<file path="config.mk">
export PLATFORM = sky130hd
export DESIGN_NAME = load_sequencer
export DESIGN_NICKNAME = d
export VERILOG_FILES = /design/src/rtl/load_seq_pkg.sv /design/src/rtl/load_word_counter.sv /design/src/rtl/load_sequencer.sv
export SDC_FILE = /design/constraint.sdc
export NUM_CORES = 1
export LEC_CHECK = 0
export ABC_AREA = 1
export CORE_MARGIN = 2
export CORE_UTILIZATION = 23
export CTS_BUF_LIST = sky130_fd_sc_hd__clkbuf_16
export DETAILED_ROUTE_END_ITERATION = 16
export SLEW_MARGIN = 20
export SYNTH_ARGS = -nofsm -noshare
export SYNTH_HDL_FRONTEND = slang
export SYNTH_HIERARCHICAL = 1
export SYNTH_SLANG_ARGS = --single-unit
</file>
<file path="constraint.sdc">
create_clock -name clk -period 4.1 [get_ports clk]
set_input_delay 0.82 -clock clk [delete_from_list [all_inputs] [get_ports clk]]
set_output_delay 0.82 -clock clk [all_outputs]
set_load 0.005 [all_outputs]
</file>
<file path="src/rtl/load_seq_pkg.sv">
// Shared types and default sizing for the CPU load/run sequencer.
package load_seq_pkg;

    localparam int DEFAULT_ADDR_W = 10;
    localparam int DEFAULT_DATA_W = 32;
    localparam int DEFAULT_CYC_W  = 16;
    localparam int MEM_DEPTH      = 1024;

    typedef enum logic [2:0] {
        ST_IDLE   = 3'd0,
        ST_LOAD_I = 3'd1,
        ST_LOAD_D = 3'd2,
        ST_CHECK  = 3'd3,
        ST_RUN    = 3'd4,
        ST_HALT   = 3'd5
    } seq_state_e;

endpackage

</file>
<file path="src/rtl/load_word_counter.sv">
// Up-counter with clear, load and increment, plus an equality compare against a terminal value.
// Latency: count updates on the clock edge after clr/ld/inc; at_term is combinational from the count.
// Backpressure: none; the owner decides when to increment.
module load_word_counter #(
    parameter int W = 11
) (
    input  logic         clk,
    input  logic         rst,
    input  logic         clr,
    input  logic         ld,
    input  logic [W-1:0] ld_val,
    input  logic         inc,
    input  logic [W-1:0] term,
    output logic [W-1:0] cnt,
    output logic         at_term
);

    always_ff @(posedge clk or negedge rst) begin
        if (!rst) begin
            cnt <= '0;
        end else if (clr) begin
            cnt <= '0;
        end else if (ld) begin
            cnt <= ld_val;
        end else if (inc) begin
            cnt <= cnt + W'(1);
        end
    end

    assign at_term = (cnt == term);

endmodule

</file>
<file path="src/rtl/load_sequencer.sv">
// Boot/run sequencer: streams host words into imem then dmem under CPU reset, then runs the CPU for run_cycles.
// Latency: write strobes, cpu_rst and done are registered one cycle after the handshake / state decision.
// Backpressure: s_ready decodes from state only; host may stall freely. LOAD_SEQ_CHECKSUM_EN adds an XOR trailer check.
module load_sequencer
    import load_seq_pkg::*;
#(
    parameter int ADDR_W = DEFAULT_ADDR_W,
    parameter int DATA_W = DEFAULT_DATA_W,
    parameter int CYC_W  = DEFAULT_CYC_W
) (
    input  logic              clk,
    input  logic              rst,
    input  logic              start,
    input  logic              abort,
    input  logic [ADDR_W:0]   imem_count,
    input  logic [ADDR_W:0]   dmem_count,
    input  logic [CYC_W-1:0]  run_cycles,
    input  logic              s_valid,
    output logic              s_ready,
    input  logic [DATA_W-1:0] s_data,
    output logic [ADDR_W-1:0] mem_addr,
    output logic [DATA_W-1:0] mem_data,
    output logic              imem_we,
    output logic              dmem_we,
    output logic              cpu_rst,
    output logic              busy,
    output logic              done,
    output logic              err
);

    localparam int CW = ADDR_W + 1;

`ifdef LOAD_SEQ_CHECKSUM_EN
    localparam seq_state_e POST_LOAD = ST_CHECK;
`else
    localparam seq_state_e POST_LOAD = ST_RUN;
`endif

    seq_state_e state_q, state_d;

    logic [CW-1:0]    imem_cnt_q, dmem_cnt_q;
    logic [CYC_W-1:0] run_cyc_q;

    logic [CW-1:0]    word_cnt, word_term;
    logic             word_at_term, word_clr, word_inc;
    logic [CYC_W-1:0] cyc_cnt, cyc_term;
    logic             cyc_at_term, cyc_clr, cyc_inc;

    logic hs, start_go, abort_go, wr_i, wr_d;

    assign busy    = (state_q != ST_IDLE);
    assign s_ready = (state_q == ST_LOAD_I) || (state_q == ST_LOAD_D) || (state_q == ST_CHECK);

    assign hs       = s_valid && s_ready;
    assign start_go = (state_q == ST_IDLE) && start;
    assign abort_go = (state_q != ST_IDLE) && abort;

    // A handshake coinciding with abort is dropped: abort wins over the write.
    assign wr_i = (state_q == ST_LOAD_I) && hs && !abort;
    assign wr_d = (state_q == ST_LOAD_D) && hs && !abort;

    assign word_term = (state_q == ST_LOAD_D) ? (dmem_cnt_q - CW'(1)) : (imem_cnt_q - CW'(1));
    assign cyc_term  = run_cyc_q - CYC_W'(1);
    assign cyc_clr   = (state_q != ST_RUN);
    assign cyc_inc   = (state_q == ST_RUN);

    load_word_counter #(.W(CW)) u_word_cnt (
        .clk     (clk),
        .rst     (rst),
        .clr     (word_clr),
        .ld      (1'b0),
        .ld_val  ('0),
        .inc     (word_inc),
        .term    (word_term),
        .cnt     (word_cnt),
        .at_term (word_at_term)
    );

    load_word_counter #(.W(CYC_W)) u_cyc_cnt (
        .clk     (clk),
        .rst     (rst),
        .clr     (cyc_clr),
        .ld      (1'b0),
        .ld_val  ('0),
        .inc     (cyc_inc),
        .term    (cyc_term),
        .cnt     (cyc_cnt),
        .at_term (cyc_at_term)
    );

`ifdef LOAD_SEQ_CHECKSUM_EN
    logic [DATA_W-1:0] xor_q;
    logic              err_q;
    logic              chk_match;

    assign chk_match = (s_data == xor_q);

    always_ff @(posedge clk or negedge rst) begin
        if (!rst) begin
            xor_q <= '0;
            err_q <= 1'b0;
        end else begin
            if (start_go) begin
                xor_q <= '0;
                err_q <= 1'b0;
            end else if (wr_i || wr_d) begin
                xor_q <= xor_q ^ s_data;
            end
            if ((state_q == ST_CHECK) && hs && !abort && !chk_match) begin
                err_q <= 1'b1;
            end
        end
    end

    assign err = err_q;
`else
    assign err = 1'b0;
`endif

    always_comb begin
        state_d  = state_q;
        word_clr = 1'b0;
        word_inc = 1'b0;
        case (state_q)
            ST_IDLE: begin
                if (start) begin
                    word_clr = 1'b1;
                    if (imem_count != '0)      state_d = ST_LOAD_I;
                    else if (dmem_count != '0) state_d = ST_LOAD_D;
                    else                       state_d = POST_LOAD;
                end
            end
            ST_LOAD_I: begin
                if (hs) begin
                    if (word_at_term) begin
                        word_clr = 1'b1;
                        state_d  = (dmem_cnt_q != '0) ? ST_LOAD_D : POST_LOAD;
                    end else begin
                        word_inc = 1'b1;
                    end
                end
            end
            ST_LOAD_D: begin
                if (hs) begin
                    if (word_at_term) begin
                        word_clr = 1'b1;
                        state_d  = POST_LOAD;
                    end else begin
                        word_inc = 1'b1;
                    end
                end
            end
            ST_CHECK: begin
`ifdef LOAD_SEQ_CHECKSUM_EN
                if (hs) state_d = chk_match ? ST_RUN : ST_IDLE;
`else
                state_d = ST_IDLE;
`endif
            end
            ST_RUN: begin
                // run_cycles == 0 runs until abort.
                if ((run_cyc_q != '0) && cyc_at_term) state_d = ST_HALT;
            end
            ST_HALT: state_d = ST_IDLE;
            default: state_d = ST_IDLE;
        endcase
        if (abort_go) begin
            state_d  = ST_IDLE;
            word_clr = 1'b1;
            word_inc = 1'b0;
        end
    end

    always_ff @(posedge clk or negedge rst) begin
        if (!rst) begin
            state_q    <= ST_IDLE;
            imem_cnt_q <= '0;
            dmem_cnt_q <= '0;
            run_cyc_q  <= '0;
            mem_addr   <= '0;
            mem_data   <= '0;
            imem_we    <= 1'b0;
            dmem_we    <= 1'b0;
            cpu_rst    <= 1'b1;
            done       <= 1'b0;
        end else begin
            state_q <= state_d;
            if (start_go) begin
                imem_cnt_q <= imem_count;
                dmem_cnt_q <= dmem_count;
                run_cyc_q  <= run_cycles;
            end
            imem_we <= wr_i;
            dmem_we <= wr_d;
            if (wr_i || wr_d) begin
                mem_addr <= word_cnt[ADDR_W-1:0];
                mem_data <= s_data;
            end
            cpu_rst <= (state_d != ST_RUN);
            done    <= (state_d == ST_HALT);
        end
    end

endmodule

</file>
### Word level (Yosys, flattened, before mapping)

Cells that the tools add are included.

| word-level totals | value |
|---|---|
| register bits | 114 |
| bits of input ports | 75 |
| word-level logic and storage cells | 72 |

| operators by class | value |
|---|---|
| reductions and logical operators | 21 |
| add/sub/neg operators | 5 |
| multiplexer cells | 25 |
| eq/ne operators | 9 |

Operator list:

| kind | number |
|---|---|
| $mux W11 | 3 |
| $reduce_bool A11 Y1 | 3 |
| $mux W16 | 2 |
| $mux W3 | 10 |
| $sub A11 B1 Y11 const B | 2 |
| $add A16 B1 Y16 const B | 1 |
| $eq A16 B16 Y1 | 1 |
| $reduce_bool A16 Y1 | 1 |
| $sub A16 B1 Y16 const B | 1 |
| $pmux W3 S4 | 1 |
| $add A11 B1 Y11 const B | 1 |
| $eq A11 B11 Y1 | 1 |
| $logic_and A1 B1 Y1 | 8 |
| $mux W1 | 8 |
| $eq A3 B2 Y1 const B | 2 |
| $eq A3 B3 Y1 const B | 2 |
| $ne A3 B3 Y1 const B | 2 |
| $reduce_bool A2 Y1 | 2 |
| $eq A3 B1 Y1 const B | 1 |
| $logic_not A3 Y1 | 1 |
| $logic_or A1 B1 Y1 | 3 |
| $reduce_bool A3 Y1 | 1 |
| $pmux W1 S2 | 1 |
| $reduce_or A2 Y1 | 1 |
| $logic_not A1 Y1 | 1 |

### Longest topological paths before layout

Gate-level depths: netlist (run 1).

| depth | value |
|---|---|
| word-level depth | 9 |
| mapped depth | 23 |
| depth with buffers taken out | 23 |

### Cells and area by module

Netlist (run 1), hierarchy kept.

By module, submodules not included:

| module | area an instance (um^2) | instances | cells each |
|---|---|---|---|
| load_sequencer | 4355.4 | 1 | 483 |
| load_word_counter (u_cyc_cnt) | 1397.6 | 1 | 213 |
| load_word_counter (u_word_cnt) | 905.9 | 1 | 139 |

### Least setup slack after synthesis (run 1)

OpenSTA, ideal clock, no wires.

| path | value |
|---|---|
| kind | register -> register |
| start | register state_q[2] |
| end | register u_word_cnt.cnt[4] |
| buffers on the path | 1 |
| path slack | 1.214 ns |
| cell stages (with the launch flop) | 23 |
| data arrival time | 2.763 ns |
| library setup time | 0.123 ns |
| period minus slack after synthesis | 2.886 ns |
| path through | dfrtp_1 inv_2 nand3_4 o21ai_2 ha_1 nand2_1 nor2_1 nand2_1 nand3_1 nand2_1 xnor2_1 nand2_1 nor2_1 nand2_1 nor2_1 nand2_1 o211ai_1 inv_1 o21ai_1 buf_4 nor2_1 o21ai_0 nand2_1 |

| on the way | value |
|---|---|
| longest elaborated chain between the ends | 8 |
| elaborated cells between the ends (all ways) | 22 |
| those cells by class | eq/ne: 4; mux: 10; reduce/logical: 8 |

Ends and longest elaborated chain:

| element | line | text |
|---|---|---|
| from (decl) | load_sequencer.sv:39 | `seq_state_e state_q, state_d;` |
| from (signal assigned) | load_sequencer.sv:187 | `state_q <= state_d;` |
| $eq A3 B2 Y1 (*) | load_sequencer.sv:62 | `assign word_term = (state_q == ST_LOAD_D) ? (dmem_cnt_q - CW'(1)) : (imem_cnt_q - CW'(1));` |
| $mux W11 (*) | load_sequencer.sv:62 |  |
| net word_term[0] | load_sequencer.sv:44 | `logic [CW-1:0] word_cnt, word_term;` |
| $eq A11 B11 Y1 (*) | load_word_counter.sv:30 | `assign at_term = (cnt == term);` |
| net word_at_term | load_sequencer.sv:45 | `logic word_at_term, word_clr, word_inc;` |
| $mux W1 (*) | load_sequencer.sv:135, load_sequencer.sv:145 |  |
| $mux W1 (*) | load_sequencer.sv:134 | `if (hs) begin` |
| $pmux W1 S2 (*) | load_sequencer.sv:124 | `case (state_q)` |
| $mux W1 (*) | load_sequencer.sv:167 | `if (abort_go) begin` |
| net word_clr | load_sequencer.sv:45 |  |
| $mux W11 or $reduce_bool A2 Y1 (tied branches) | -- |  |
| to (signal assigned) | load_word_counter.sv:24 | `cnt <= ld_val;` |
| to (signal assigned) | load_word_counter.sv:26 | `cnt <= cnt + W'(1);` |
| to (decl) | load_word_counter.sv:14 | `output logic [W-1:0] cnt,` |

The timed path passes the listed nets; every way through them passes the cells marked *.
A chain may end at the register's enable or synchronous reset.

### Final worst setup path (run 1)

| path | value |
|---|---|
| start | register state_q[0] |
| end | register u_word_cnt.cnt[3] |

Same word-level chain as after synthesis.

==> flow_metrics.tcl, run 1 <==
set metrics [dict create \
    rsz0062_at_grt "no" \
    crit_slowest_cell "dfrtp_1" \
    rows 62 \
    multi_input_area_sq_mm 0.003412 \
    dr_total_vias 5703 \
    avgSynthCellArea_sq_um 7.975 \
    antenna_found_initial 0 \
    ys_seq_elements 114 \
    skew_ns 0.008694 \
    max_cap_viol_count 0 \
    crit_required_ns 4.39 \
    grt.total_usage 0.1180 \
    grt_pass1_vias 5614 \
    power_mw 5.576 \
    synth_top_area_frac 0.4247 \
    drt-total-wl_microns 17170 \
    grt_util_met1 0.1567 \
    cts_made_buffers 17 \
    place_inst 1350 \
    start_kind "register" \
    yosys_warnings 6 \
    ioPinCount 124 \
    die_h_microns 174.2 \
    avgRoutedWirePerCell_microns 12.42 \
    p_leak_nw 4.177 \
    yosys.cell_types.count 42 \
    die_area_sq_mm 0.03033 \
    io_buffers 122 \
    fmax_mhz 290.7 \
    drc_errors 0 \
    p_int_mw 3.646 \
    max_stage_delay_ns 0.39 \
    worstPathArrival_ns 3.73 \
    drive_gt1_frac 0.1162 \
    path_buf_inv 3 \
    crit_top_cell "nand2_1" \
    nFillCells 3016 \
    nets 1065 \
    path_cells "inv_2, nand3_4, o21ai_2, ha_1, nand2_1, nor2_1, nand2_1, nand3_1, nand2_1, xnor2_1, nand2_1, nor2_1, nand2_1, nor2_1, nand2_1, o211ai_1, inv_1, nand2_1, clkinv_1, nand2_1, nand2_1" \
    cts.htree.levels 4 \
    antenna_cells 0 \
    seq_area_sq_mm 0.002854 \
    max_slew.worst_pin.slew_ns 0.9699 \
    clock_latency_ns 0.42 \
    yosysSeqAreaShare 0.4286 \
    seqPwrFrac 0.328 \
    power.switching_mw 1.930 \
    cts_sinks 114 \
    power_frac_comb 0.386 \
    worst_ir_drop_vdd_mv 0.2903 \
    grtUsageMet2 0.1876 \
    core_sq_mm 0.02863 \
    syn_to_final_growth_pct 34.55 \
    setup_viol 0 \
    cts_tree "built" \
    period_share 0.8391 \
    gr-usage-met3 0.02690 \
    start_util 0.2326 \
    netlist_area_sq_mm 0.006659 \
    drt_iter0_drc 327 \
    die_width_microns 174.2 \
    clkTransAtPathRegs_ns 0.06 \
    finalNonFillerCells 1382 \
    grt_max_degree 115 \
    drtAntennaViolNets 0 \
    cts_root_buf "clkbuf_16" \
    p_sw_frac 0.3461 \
    worstSetupPathType "register to register" \
    cellPowerDensity_mw_per_mm2 622.3 \
    finalSetupTns_ns 0 \
    finalCriticalPeriod_ns 3.440 \
    synth_area_leaders "dfrtp_1 (42%), nand2_1 (13%), nor2_1 (6.1%)" \
    slew_viol_final 0 \
    post-dp-hpwl_microns 12580 \
    holdBufCountCts 0 \
    finalHoldViolations 0 \
    grt_overflow 0 \
    synth_top_area_cell "dfrtp_1" \
    cts_buffer_depth 2 \
    grt_pass1_wl_microns 28600 \
    gr-max-usage-layer "met2" \
    viasPerCell 4.127 \
    crit_fanout 18 \
    path_delay_family "simple AND/OR/NAND/NOR gates" \
    gp_congestion 0.8389 \
    firstDrtPassIters 5 \
    postCtsResizedCells 0 \
    post-cts-setup-buffers 0 \
    syn_inst 835 \
    slew_headroom 0.3499 \
    min_path_type "input port to asynchronous set/reset pin" \
    clkPwrFrac 0.286 \
    status "complete, no violations" \
    endpoint_kind "register" \
]
## routing by layer
layer  wire [microns]  up-vias
li1                 -     2911
met1             8239     2636
met2             7783      133
met3              781       23
met4              361        0
met5                0        -
## power groups by stage
stage          registers, mW  logic [mW]  clock network, mW
2_1_floorplan           1.80        1.35                  0
3_3_place_gp            1.84        2.14                  0
4_1_cts                 1.84        2.18               1.64
6_report                1.83        2.15               1.59
3_5_place_dp            1.86        2.16                  0
5_1_grt                 1.90        2.43               1.68
## through the flow
stage	setup WS (ns)	instance area, sq um	hold slack, ns	util
floorplan	1.214	6768	0.4582	-
global route	0.2389	8960	0.5074	0.3130
global placement	0.7647	8327	0.4738	0.2909
CTS	0.6543	8960	0.4935	0.3130
detailed placement	0.6660	8327	0.4806	0.2909
finish	0.6597	8960	0.4433	0.3130
## flip-flops by register name, summed over array words and instances (netlist names)
name	flops
mem_data	32
run_cyc_q	16
u_cyc_cnt/cnt	16
dmem_cnt_q	11
imem_cnt_q	11
u_word_cnt/cnt	11
mem_addr	10
state_q	3
cpu_rst	1
dmem_we	1
done	1
imem_we	1
## synth_stat cells, drive strengths merged
master	count
or2	6
xnor2	19
clkbuf	3
clkinv	1
inv	86
a21oi	5
o31ai	3
mux2	42
dfstp	1
dfrtp	113
o22ai	1
nand2	247
ha	5
o21ai	54
nand3b	2
and2	1
o21bai	1
xor2	27
conb	1
nor3	10
o211ai	1
nand3	54
nand4	10
nor2	122
buf	20
## cells in the final DEF (no fill, tap or decap), types with 2 or more instances in the layout
master,Yosys,final
nand3_2,4,4
bufinv_16,0,4
or2_2,6,6
clkinvlp_4,0,4
nand3b_1,2,2
nand4_1,10,10
xnor2_1,19,19
dfrtp_1,113,113
o21ai_2,3,3
o31ai_1,3,3
nor3_1,9,9
nand3_1,49,49
conb_1,1,30
clkdlybuf4s50_1,0,121
mux2_2,22,22
clkbuf_16,0,17
inv_1,81,81
nand2_2,11,11
nand2_4,2,2
o21ai_1,3,3
inv_2,5,5
nor2_1,109,109
buf_4,9,3
a21oi_1,5,5
mux2_1,10,10
nand2_1,234,234
xor2_1,27,27
inv_6,0,3
clkinv_4,0,3
nor2_4,5,6
nor2_2,8,7
mux2_4,10,10
ha_1,5,5
o21ai_0,48,48
## worst register-to-register path, stage by stage, from the launching register on
cell and delay (ns):
dfrtp_1 0.39, inv_2 0.16, nand3_4 0.23, o21ai_2 0.31, ha_1 0.30, nand2_1 0.08, nor2_1 0.20, nand2_1 0.08
nand3_1 0.07, nand2_1 0.06, xnor2_1 0.13, nand2_1 0.06, nor2_1 0.10, nand2_1 0.05, nor2_1 0.18, nand2_1 0.11
o211ai_1 0.18, inv_1 0.08, nand2_1 0.10, clkinv_1 0.24, nand2_1 0.14, nand2_1 0.06
## kinds of logic (layout without fill, tap and decap cells)
kind of cell,count (synthesis),after routing,share of synthesized area
AND/OR/NAND/NOR,452,452,0.2950
flip-flops,114,114,0.4286
buffers and inverters,110,244,0.07610
AO/OA/AOI/OAI,65,65,0.05318
XOR/XNOR,46,46,0.06050
multiplexers,42,42,0.07666
adder cells (fa/ha/maj),5,5,0.009395
other,1,30,0.0005632
## worst paths after layout
kind	start	to	slack, ns	depth (start not counted)
worst max-delay path	state_q[0]	u_word_cnt/cnt[3]	0.66	21
worst min-delay path	rst	mem_data[13]	0.44	2
worst max register to register	state_q[0]	u_word_cnt/cnt[3]	0.66	21
worst min register to register	mem_addr[7]	mem_addr[7]	0.49	1
max in group asynchronous	rst	u_cyc_cnt/cnt[1]	3.08	2
min in group clk	mem_addr[7]	mem_addr[7]	0.49	1
## cell type report
type                            count  area share
Inverter                           87     0.03645
Sequential cell                   114      0.3185
Clock buffer                       17     0.04748
Timing Repair Buffer              125      0.1399
Multi-Input combinational cell    640      0.3808
Clock inverter                     15     0.02318
Tap cell                          384     0.05362
No activity file was read; power rests on OpenSTA's default activity.
==> inputs of run 2 (changes only) <==
- clock period: 4.1 -> 2.8 ns (I/O delays scaled with it)
==> run 2 against run 1 <==
Against the previous run:
- the flow now finishes with violations (negative setup slack)
- clock power grew 42%
- critical path type unchanged
- count of clock-buffer cells in the layout is the same
- critical path depth is the same
- critical endpoint is now u_word_cnt/cnt[6]
- largest cell class unchanged
- sequential cell count is the same
- largest power group unchanged
- cell area grew 6.3%
- global-route usage grew 0.095 points
==> flow_metrics.tcl, run 2 (synthesized netlist as in run 1, its figures left out) <==
set metrics [dict create \
    syn_to_final_growth_pct 42.99 \
    crit_required_ns 3.10 \
    slew_viol_final 0 \
    grt_overflow 0 \
    placed_area_sq_mm 0.008620 \
    r2r_start "state_q[2]" \
    clkPwrFrac 0.262 \
    worst_ir_drop_vdd_mv 0.4599 \
    seqPwrFrac 0.312 \
    io_buffers 122 \
    nFillCells 2933 \
    antenna_found_initial 0 \
    worst_slack_ns -0.07533 \
    violations "negative setup slack" \
    viasPerCell 4.128 \
    drc_errors 0 \
    largest-register "mem_data" \
    cts_root_buf "clkbuf_16" \
    post-dp-hpwl_microns 12970 \
    drtAntennaViolNets 0 \
    met2_length_microns 8324 \
    drt-total-wl_microns 17760 \
    firstDrtPassIters 4 \
    cts_tree "built" \
    skew_ns 0.01043 \
    drt_iter0_drc 326 \
    dr_total_vias 5878 \
    cts_sinks 114 \
    top_regs "mem_data (32), run_cyc_q (16), u_cyc_cnt/cnt (16)" \
    final_common_cell "nand2_1" \
    max_cap_viol_count 0 \
    fin_util 0.3326 \
    ioPinCount 124 \
    p_leak_nw 4.392 \
    antenna_cells 0 \
    clkTransAtPathRegs_ns 0.06 \
    p_sw_frac 0.3586 \
    fmax_mhz 347.8 \
    finalSetupTns_ns -0.6380 \
    crit_fanout 8 \
    finalCriticalPeriod_ns 2.875 \
    slew_headroom 0.4918 \
    worstSetupPathType "register to register" \
    core_sq_mm 0.02863 \
    holdBufCountCts 0 \
    period_share 1.027 \
    wl_met3_microns 572 \
    place_inst 1383 \
    dp_slack_ns -0.1602 \
    grt_pass1_wl_microns 28970 \
    cts_buffer_depth 2 \
    path_delay_family "simple AND/OR/NAND/NOR gates" \
    endpoint_kind "register" \
    cts_made_buffers 17 \
    largest_reg_flops 32 \
    nets 1107 \
    path_buf_inv 5 \
    power_frac_comb 0.426 \
    path_cells "inv_2, nand3_4, o21ai_4, buf_6, inv_1, nor2_2, nand2_1, nand3_1, nand2_1, xor2_1, nor2_1, nand4_1, nor2_2, nand2_1, o211ai_1, inv_1, o21ai_2, buf_6, nor2_1, nand2_1, o21ai_1" \
    drive_gt1_frac 0.2000 \
    grt_pass1_vias 5779 \
    rsz0062_at_grt "yes" \
    avgRoutedWirePerCell_microns 12.47 \
    grt_max_degree 65 \
    p_int_mw 5.525 \
    max_stage_delay_ns 0.44 \
    top_layer "met4" \
    gp_congestion 0.8151 \
    max_slew.worst_pin.slew_ns 0.7618 \
    crit_top_cell "nand2_1" \
    grt.total_usage 0.1190 \
    die_width_microns 174.2 \
    worstPathArrival_ns 3.18 \
    setup_viol 11 \
    crit_path_start "state_q[2]" \
    start_util 0.2326 \
    clock_latency_ns 0.42 \
    rows 62 \
    die_area_sq_mm 0.03033 \
    start_kind "register" \
    stdcell_area_sq_mm 0.009522 \
    min_path_type "input port to asynchronous set/reset pin" \
    power.switching_mw 3.089 \
    cts.htree.levels 4 \
    cellPowerDensity_mw_per_mm2 904.7 \
    finalNonFillerCells 1424 \
    status "complete, but fails checks" \
    wl_met1_microns 8655 \
    crit_slowest_cell "dfrtp_2" \
    finalHoldViolations 0 \
    layout_common_cells "nand2_1 (219), clkdlybuf4s50_1 (121), dfrtp_1 (112)" \
    die_h_microns 174.2 \
]
## run 2: changes by cell type in the layout (fill, tap and decap cells not counted), moves of 3 or more
cell,previous run,this run
buf_4,3,39
nor2_1,109,92
nand2_1,234,219
nor2_2,7,19
nand2_2,11,20
nand3_1,49,41
nand2_4,2,8
nand3_2,4,10
inv_1,81,76
inv_2,5,10
nor2_4,6,11
o21ai_0,48,43
o21ai_1,3,7
buf_6,0,3
## run 2: metal layers
layer  vias to the layer above  GRT usage
met5                         -          0
met4                         0    0.03852
met3                        15    0.02187
met2                       111     0.1951
met1                      2761     0.1584
li1                       2991          -
## run 2: power by group through the flow
| stage | Clock [mW] | Combinational (mW) | Sequential, mW |
|---|---|---|---|
| floorplan | 0 | 2.00 | 2.64 |
| global placement | 0 | 3.36 | 2.69 |
| detailed placement | 0 | 3.39 | 2.71 |
| CTS | 2.33 | 3.52 | 2.69 |
| global route | 2.38 | 4.09 | 2.78 |
| finish | 2.26 | 3.67 | 2.69 |
## run 2: layout make-up
type	instances	area, sq um	share of cell area
multi-input combinational	640	3643	0.3827
sequential	114	2855	0.2999
timing repair buffer	166	1598	0.1678
tap	384	480.5	0.05046
clock buffer	17	425.4	0.04468
inverter	87	331.6	0.03482
clock inverter	15	182.7	0.01919
timing repair inverter	1	5.005	0.0005256
## run 2: worst paths after layout
| check | to | cells past startpoint | slack, ns |
|---|---|---|---|
| min | mem_data[14] | 1 | 0.01 |
| min in group clk | mem_data[25] | 1 | 0.49 |
| max in group asynchronous | dmem_cnt_q[1] | 2 | 2.12 |
| max | u_word_cnt/cnt[6] | 21 | -0.08 |
| min reg2reg | mem_data[25] | 1 | 0.49 |
| max reg2reg | u_word_cnt/cnt[6] | 21 | -0.08 |
## run 2: through the flow
step | hold slack (ns) | power (mW)
finish | 0.01041 | 8.614
floorplan | 0.2644 | 4.644
global route | 0.009477 | 9.253
global placement | 0.4530 | 6.050
CTS | 0.0004420 | 8.536
detailed placement | 0.4560 | 6.096
## run 2: worst reg2reg max path: cells and delay by family, from the launching register on
kind	cells	cell delay [ns]
AND/OR/NAND/NOR	11	1.04
AO/OA/AOI/OAI	4	0.59
buffers and inverters	5	0.54
flip-flops	1	0.44
XOR/XNOR	1	0.15
## run 2: repair_timing
action / in CTS / in global routing
buffers inserted: 4 / 3
pin swaps: 18 / 32
endpoints found under the setup margin: 13 / 16
resized for setup: 30 / 45
cloned: 2 / 0
